## config.mk

```make
export PLATFORM = sky130hd
export DESIGN_NAME = nonce_sweeper_flat
export DESIGN_NICKNAME = d
export VERILOG_FILES = /design/src/rtl/nonce_sweeper_pkg.sv /design/src/rtl/nonce_sweeper_if.sv /design/src/rtl/nonce_sweeper_digest_cmp.sv /design/src/rtl/nonce_sweeper.sv /design/src/flat_wrapper.sv
export SDC_FILE = /design/constraint.sdc
export NUM_CORES = 2
export LEC_CHECK = 0
export ABC_CLOCK_PERIOD_IN_PS = 3700
export BUFFER_PORTS_ARGS = -buffer_cell sky130_fd_sc_hd__buf_2
export CORE_AREA = 2 2 763 765
export DETAILED_ROUTE_END_ITERATION = 12
export DIE_AREA = 0 0 765 767
export GPL_TIMING_DRIVEN = 1
export HOLD_SLACK_MARGIN = 0.02
export SYNTH_ARGS = -nofsm -noshare
export SYNTH_HDL_FRONTEND = slang
export SYNTH_SLANG_ARGS = --single-unit
```

## constraint.sdc

```tcl
create_clock -name clk -period 3.7 [get_ports clk]
set_input_delay 0.74 -clock clk [delete_from_list [all_inputs] [get_ports clk]]
set_output_delay 0.74 -clock clk [all_outputs]
set_load 0.03 [all_outputs]
```

## src/rtl/nonce_sweeper_pkg.sv

```systemverilog
// nonce_sweeper shared types, widths and byte-order helpers.
// Optional feature macro: NONCE_SWEEP_TIMEOUT_EN.
package nonce_sweep_pkg;

   localparam int HDR_W     = 640;
   localparam int DIG_W     = 256;
   localparam int NONCE_OFS = 0;
   localparam int NONCE_W   = 32;

   typedef enum logic [2:0] {
      IDLE,
      ISSUE,
      WAIT,
      CHECK,
      FIN
   } state_t;

   function automatic logic [31:0] bswap32(input logic [31:0] x);
      return {x[7:0], x[15:8], x[23:16], x[31:24]};
   endfunction

   function automatic logic [255:0] brev256(input logic [255:0] x);
      logic [255:0] r;
      for (int i = 0; i < 32; i++)
         r[8*i +: 8] = x[8*(31-i) +: 8];
      return r;
   endfunction

endpackage

```

## src/rtl/nonce_sweeper_if.sv

```systemverilog
// Header request / digest return channel between sweeper and hash core.
// Optional feature macro: NONCE_SWEEP_TIMEOUT_EN (no effect here).
interface nonce_sweeper_if;
   import nonce_sweep_pkg::*;

   logic             hdr_valid;
   logic             hdr_ready;
   logic [HDR_W-1:0] hdr_out;
   logic             dig_valid;
   logic [DIG_W-1:0] digest;

   modport master (
      output hdr_valid, hdr_out,
      input  hdr_ready, dig_valid, digest
   );

   modport slave (
      input  hdr_valid, hdr_out,
      output hdr_ready, dig_valid, digest
   );

endinterface

```

## src/rtl/nonce_sweeper_digest_cmp.sv

```systemverilog
// Registered digest qualify: byte-reverse then unsigned <= target.
// Optional feature macro: NONCE_SWEEP_TIMEOUT_EN (no effect here).
module digest_cmp
   import nonce_sweep_pkg::*;
(
   input  logic             clk,
   input  logic             rst_n,
   input  logic             en,
   input  logic [DIG_W-1:0] digest,
   input  logic [DIG_W-1:0] target,
   output logic             qual
);

   always_ff @(posedge clk) begin
      if (!rst_n)
         qual <= 1'b0;
      else if (en)
         qual <= (brev256(digest) <= target);
   end

endmodule

```

## src/rtl/nonce_sweeper.sv

```systemverilog
// Nonce sweep initiator: issues headers, qualifies digests, reports result.
// Optional feature macro: NONCE_SWEEP_TIMEOUT_EN (bounded digest wait).
module nonce_sweeper
  import nonce_sweep_pkg::*;
#(
  parameter int TIMEOUT_CYC = 4096
)
(
  input  logic             clk,
  input  logic             rst_n,
  input  logic             start,
  input  logic             abort,
  input  logic [HDR_W-1:0] hdr_template,
  input  logic [31:0]      nonce_first,
  input  logic [31:0]      nonce_last,
  input  logic [DIG_W-1:0] target,
  nonce_sweeper_if.master  hif,
  output logic             busy,
  output logic             done,
  output logic             found,
  output logic [31:0]      found_nonce,
  output logic [32:0]      tried,
  output logic             timeout
);

  localparam logic [32:0] TRIED_MAX = 33'h1_0000_0000;

  state_t                 state;
  logic [HDR_W-1:NONCE_W] tmpl_q;
  logic [31:0]            last_q;
  logic [DIG_W-1:0]       tgt_q;
  logic [32:0]            cnt;
  logic                   abort_q;
  logic                   qual;
  logic                   dig_hit;
  logic                   wait_exp;
  logic                   unused_nonce;

  assign unused_nonce = ^hdr_template[NONCE_OFS +: NONCE_W];
  assign dig_hit      = (state == WAIT) && hif.dig_valid;

  function automatic logic [HDR_W-1:0] mk_hdr(
    input logic [HDR_W-1:NONCE_W] t,
    input logic [31:0]            n
  );
    return {t, bswap32(n)};
  endfunction

  digest_cmp u_cmp (
    .clk    (clk),
    .rst_n  (rst_n),
    .en     (dig_hit),
    .digest (hif.digest),
    .target (tgt_q),
    .qual   (qual)
  );

`ifdef NONCE_SWEEP_TIMEOUT_EN
  localparam int WC_W = $clog2(TIMEOUT_CYC + 1);
  logic [WC_W-1:0] wcnt;

  assign wait_exp = (state == WAIT) &&
                    (wcnt == WC_W'(TIMEOUT_CYC - 1));

  always_ff @(posedge clk) begin
    if (!rst_n) begin
      wcnt    <= '0;
      timeout <= 1'b0;
    end else begin
      wcnt <= (state == WAIT) ? wcnt + 1'b1 : '0;
      if (state == IDLE && start)
        timeout <= 1'b0;
      else if (wait_exp && !hif.dig_valid)
        timeout <= 1'b1;
    end
  end
`else
  assign wait_exp = 1'b0;
  assign timeout  = 1'b0;
`endif

  always_ff @(posedge clk) begin
    if (!rst_n) begin
      state         <= IDLE;
      hif.hdr_valid <= 1'b0;
      hif.hdr_out   <= '0;
      busy          <= 1'b0;
      done          <= 1'b0;
      found         <= 1'b0;
      found_nonce   <= '0;
      tried         <= '0;
      tmpl_q        <= '0;
      last_q        <= '0;
      tgt_q         <= '0;
      cnt           <= '0;
      abort_q       <= 1'b0;
    end else begin
      done <= 1'b0;
      unique case (state)
        IDLE: if (start) begin
          tmpl_q  <= hdr_template[HDR_W-1:NONCE_W];
          last_q  <= nonce_last;
          tgt_q   <= target;
          cnt     <= {1'b0, nonce_first};
          found   <= 1'b0;
          tried   <= '0;
          abort_q <= 1'b0;
          busy    <= 1'b1;
          if (nonce_first > nonce_last) begin
            state <= FIN;
          end else begin
            hif.hdr_out   <= mk_hdr(
              hdr_template[HDR_W-1:NONCE_W],
              nonce_first);
            hif.hdr_valid <= 1'b1;
            state         <= ISSUE;
          end
        end
        ISSUE: if (hif.hdr_ready) begin
          hif.hdr_valid <= 1'b0;
          state         <= WAIT;
        end else if (abort) begin
          hif.hdr_valid <= 1'b0;
          state         <= FIN;
        end
        WAIT: begin
          if (abort)
            abort_q <= 1'b1;
          if (hif.dig_valid)
            state <= (abort || abort_q) ? FIN : CHECK;
          else if (wait_exp)
            state <= FIN;
        end
        CHECK: begin
          if (tried != TRIED_MAX)
            tried <= tried + 33'd1;
          if (abort) begin
            state <= FIN;
          end else if (qual) begin
            found       <= 1'b1;
            found_nonce <= cnt[31:0];
            state       <= FIN;
          end else if (cnt >= {1'b0, last_q}) begin
            state <= FIN;
          end else begin
            cnt           <= cnt + 33'd1;
            hif.hdr_out   <= mk_hdr(tmpl_q,
                                    cnt[31:0] + 32'd1);
            hif.hdr_valid <= 1'b1;
            state         <= ISSUE;
          end
        end
        FIN: begin
          done  <= 1'b1;
          busy  <= 1'b0;
          state <= IDLE;
        end
        default: state <= IDLE;
      endcase
    end
  end

endmodule
```

## src/flat_wrapper.sv

```systemverilog
// flat-port wrapper written by rule: the top's interface ports become plain ports
module nonce_sweeper_flat import nonce_sweep_pkg::*;
#(
  parameter int TIMEOUT_CYC = 4096
)
  (clk, rst_n, start, abort, hdr_template, nonce_first, nonce_last, target, busy, done, found, found_nonce, tried, timeout, hif_hdr_valid, hif_hdr_out, hif_hdr_ready, hif_dig_valid, hif_digest);
  nonce_sweeper_if hif_i ();
  input  logic clk;
  input  logic rst_n;
  input  logic start;
  input  logic abort;
  input  logic [HDR_W-1:0] hdr_template;
  input  logic [31:0] nonce_first;
  input  logic [31:0] nonce_last;
  input  logic [DIG_W-1:0] target;
  output logic busy;
  output logic done;
  output logic found;
  output logic [31:0] found_nonce;
  output logic [32:0] tried;
  output logic timeout;
  output wire logic [$bits(hif_i.hdr_valid)-1:0] hif_hdr_valid;
  output wire logic [$bits(hif_i.hdr_out)-1:0] hif_hdr_out;
  input wire logic [$bits(hif_i.hdr_ready)-1:0] hif_hdr_ready;
  input wire logic [$bits(hif_i.dig_valid)-1:0] hif_dig_valid;
  input wire logic [$bits(hif_i.digest)-1:0] hif_digest;
  assign hif_hdr_valid = hif_i.hdr_valid;
  assign hif_hdr_out = hif_i.hdr_out;
  assign hif_i.hdr_ready = hif_hdr_ready;
  assign hif_i.dig_valid = hif_dig_valid;
  assign hif_i.digest = hif_digest;
  nonce_sweeper #(.TIMEOUT_CYC(TIMEOUT_CYC)) u_core (.clk(clk), .rst_n(rst_n), .start(start), .abort(abort), .hdr_template(hdr_template), .nonce_first(nonce_first), .nonce_last(nonce_last), .target(target), .hif(hif_i), .busy(busy), .done(done), .found(found), .found_nonce(found_nonce), .tried(tried), .timeout(timeout));
endmodule
```

==> flow_summary.toml <==
[place]
numPortBuffers = 1898
hpwl_um = 439000
placed_cells = 19700
pre_cts_ws_ns = -0.624
place.gp.congestion = 1.00

[timing]
rsz0062_at_grt = "false"
maxSlewViolCount = 0
fin_ws_ns = 0.0403
skew_ns = 0.111
hold_viol_final = 0
maxSlewHeadroom = 0.115
whs_ns = 0.129
finalSetupViolations = 0
fin_crit_ns = 3.66
worst_slew_pin_slew_ns = 1.33
period_share = 0.989
clock.fmax_mhz = 273

[route]
post_drt_wl_per_cell_um = 25.3
vias = 83300
routed_wl_um = 534000
dr.first_iter.drc_count = 8226
vias_per_cell = 3.94
firstDrtPassIters = 8
antenna_left = 0
drc = 0

[clocking]
clk_path_buf_depth = 4
clock-root-buffer = "clkbuf_16"
cts-htree-levels = 4
clock_latency_ns = 0.96
cts_tree = "yes"
cts_buffers = 210
cts_sinks = 1643
clkTransAtPathRegs_ns = 0.06

[critical_path]
cp.arrival_ns = 4.47
r2r_slack_ns = 0.08
r2r_end = "u_core.hif.hdr_out[438]"
critPathTopFamily = "buffers and inverters"
cp_slowest_cell = "dlygate4sd3_1"
crit_required_ns = 4.51
critPathBufInv = 9
slowest_delay_ns = 0.55
end_kind = "flip-flop"
start_kind = "input pin"
crit_chain = "dlygate4sd3_1 > buf_2 > inv_2 > ha_4 > nand4_1 > nor4_2 > buf_4 > o21ai_0 > o211ai_1 > a21oi_2 > buf_4 > nor4bb_4 > buf_4 > a21o_4 > buf_16 > buf_16 > clkbuf_16 > mux2i_1"
crit_top_cell = "buf_4"
reg2reg_from = "u_core.cnt[2]"
cp_max_fo = 14
critical_path_class = "input pin to flip-flop"
reg2reg_depth = 13

[final_layout]
drive_gt1_frac = 0.197
mostFrequentLayoutCell = "nand2_1"
final_cell_mix = "5088 x nand2_1, 1897 x buf_2, 1643 x dfxtp_1"
fin_nets = 14500
n_fill_cell = 65400
fin_cells = 21100
fin_util = 0.192
areaGrowthSynthToFinish_pct = 46.4

[synth]
synth.cell_area_um2 = 76100
synth_edf_count = 0
netlist.area_leader.share = 0.432
dominantRegCellSynth = "dfxtp_1"
syn-instance-count = 10500
synth-async-reset-ratio = 0
yosys-top-cells-area = "dfxtp_1 43%, nand2_1 25%, mux2i_1 8.4%"
ys_seq_elements = 1643
yosysTopAreaCell = "dfxtp_1"
synth_seq_area_share = 0.432
ys_warn_count = 0
synth.distinct_cells = 60
synth_nets = 12000
postSynthAreaPerCell_um2 = 7.28

[power_and_ir_drop]
p_int_w = 0.0360
p_leak_nw = 50.8
p_total_w = 0.0548
switching_share = 0.343
powerDensity_nw_per_um2 = 492
max-vdd-ir-drop_v = 0.000418
p_comb_frac = 0.238
power_frac_seq = 0.369
pwr-share-clk = 0.393
p_switching_w = 0.0188

[grt]
grt_max_degree = 182
grt_pass1_wl_um = 691000
gr-total-overflow = 0
grt_usage = 0.171
antenna_found_initial = 331
grt_pass1_vias = 77200

[die]
coreArea_um2 = 579000
start_util = 0.131
fp.dieH_um = 767
std_cell_rows = 280
ios = 1932
die-area_um2 = 587000
die_w_um = 765

[worst_hold_path]
min_path_type = "input pin to flip-flop"
min_to = "u_core.tmpl_q[367]"
holdPathStages = 3
worst_hold_startpoint = "hdr_template[367]"

[run_status]
status = "complete, no violations"

[flow_run]
maxCapViolCount = 0
## registers in the layout, indices dropped and copies added, names as in the netlist
signal                count
u_core.busy               1
u_core.last_q            32
u_core.tmpl_q           608
u_core.tried             33
u_core.hif.hdr_valid      1
u_core.state              3
u_core.done               1
u_core.tgt_q            256
u_core.abort_q            1
u_core.cnt               33
u_core.found_nonce       32
u_core.found              1
u_core.u_cmp.qual         1
u_core.hif.hdr_out      640
## metrics by stage
step / instance area (um2) / setup TNS (ns)
floorplan: 76100 / 0
CTS: 110000 / 0
global placement: 95500 / -326.40
detailed placement: 95500 / -279.56
global route: 111000 / 0
finish: 111000 / 0
## synthesized netlist by cell type, types with 16 or more instances
master / number
a211oi_1: 16
buf_6: 54
o21ai_0: 74
xor2_1: 26
a21oi_1: 1076
nor4_1: 23
nand4_1: 69
inv_1: 348
xnor2_1: 28
a21o_1: 27
nand3_1: 90
ha_1: 323
o21ai_1: 42
nand2_1: 5089
clkbuf_1: 589
buf_1: 32
dfxtp_1: 1643
nor2_1: 78
buf_2: 17
mux2i_1: 641
nor3_1: 21
and3_1: 19
## area by class of cell
class | instances | area, um2 | area share
tap | 7755 | 9700 | 0.0871
timing repair buffer | 3024 | 21000 | 0.188
clock inverter | 81 | 1020 | 0.00917
sequential | 1643 | 32900 | 0.295
multi-input combinational | 7776 | 39000 | 0.350
clock buffer | 297 | 6010 | 0.0540
antenna | 200 | 500 | 0.00449
inverter | 348 | 1310 | 0.0118
## worst reg2reg max path, delay by kind of cell (launching register included)
family	cells	cell delay, ns
mux	1	0.14
flops	1	0.50
fa+ha+maj	1	0.31
simple gates	1	0.30
buf+inv	4	0.68
compound gates	6	1.47
## per-layer routing
layer	GRT usage	part of all wire	vias to the layer above
met2	0.257	0.42	3834
met1	0.213	0.40	39500
met4	0.0877	0.062	148
li1	-	-	38900
met5	0	0.0018	-
met3	0.0638	0.11	965
## worst max-delay path by stage
stage | startpoint | end | slack (ns) | cells after the start
2_1_floorplan | nonce_last[15] | u_core.hif.hdr_out[100] | 0.71 | 13
3_3_place_gp | nonce_last[24] | u_core.hif.hdr_out[301] | -0.66 | 17
3_5_place_dp | nonce_last[24] | u_core.hif.hdr_out[356] | -0.62 | 17
4_1_cts | nonce_last[5] | u_core.hif.hdr_out[339] | 0.0001 | 19
5_1_grt | nonce_last[5] | u_core.hif.hdr_out[439] | 0.02 | 19
6_report | nonce_last[6] | u_core.hif.hdr_out[395] | 0.04 | 18
## power by group through the flow
| stage | Combinational (W) | Sequential [W] | Clock [W] |
|---|---|---|---|
| 2_1_floorplan | 0.00498 | 0.0218 | 0 |
| 3_3_place_gp | 0.0118 | 0.0205 | 0 |
| 3_5_place_dp | 0.0119 | 0.0205 | 0 |
| 4_1_cts | 0.0129 | 0.0202 | 0.0221 |
| 5_1_grt | 0.0139 | 0.0204 | 0.0227 |
| 6_report | 0.0130 | 0.0202 | 0.0215 |
## timing repair
item | in CTS | in global routing
hold buffers | 784 | 0
gates resized for setup | 0 | 34
setup buffers | 0 | 18
hold endpoints to repair | 784 | 0
setup endpoints to repair | 0 | 427
## kinds of logic after synthesis
logic type | synth area share
buf+inv | 0.0570
fa+ha+maj | 0.0531
mux | 0.0843
flops | 0.432
other cells | 0.0000492
simple gates | 0.277
xor+xnor | 0.00621
compound gates | 0.0909
(Power assumes the default switching activity.)
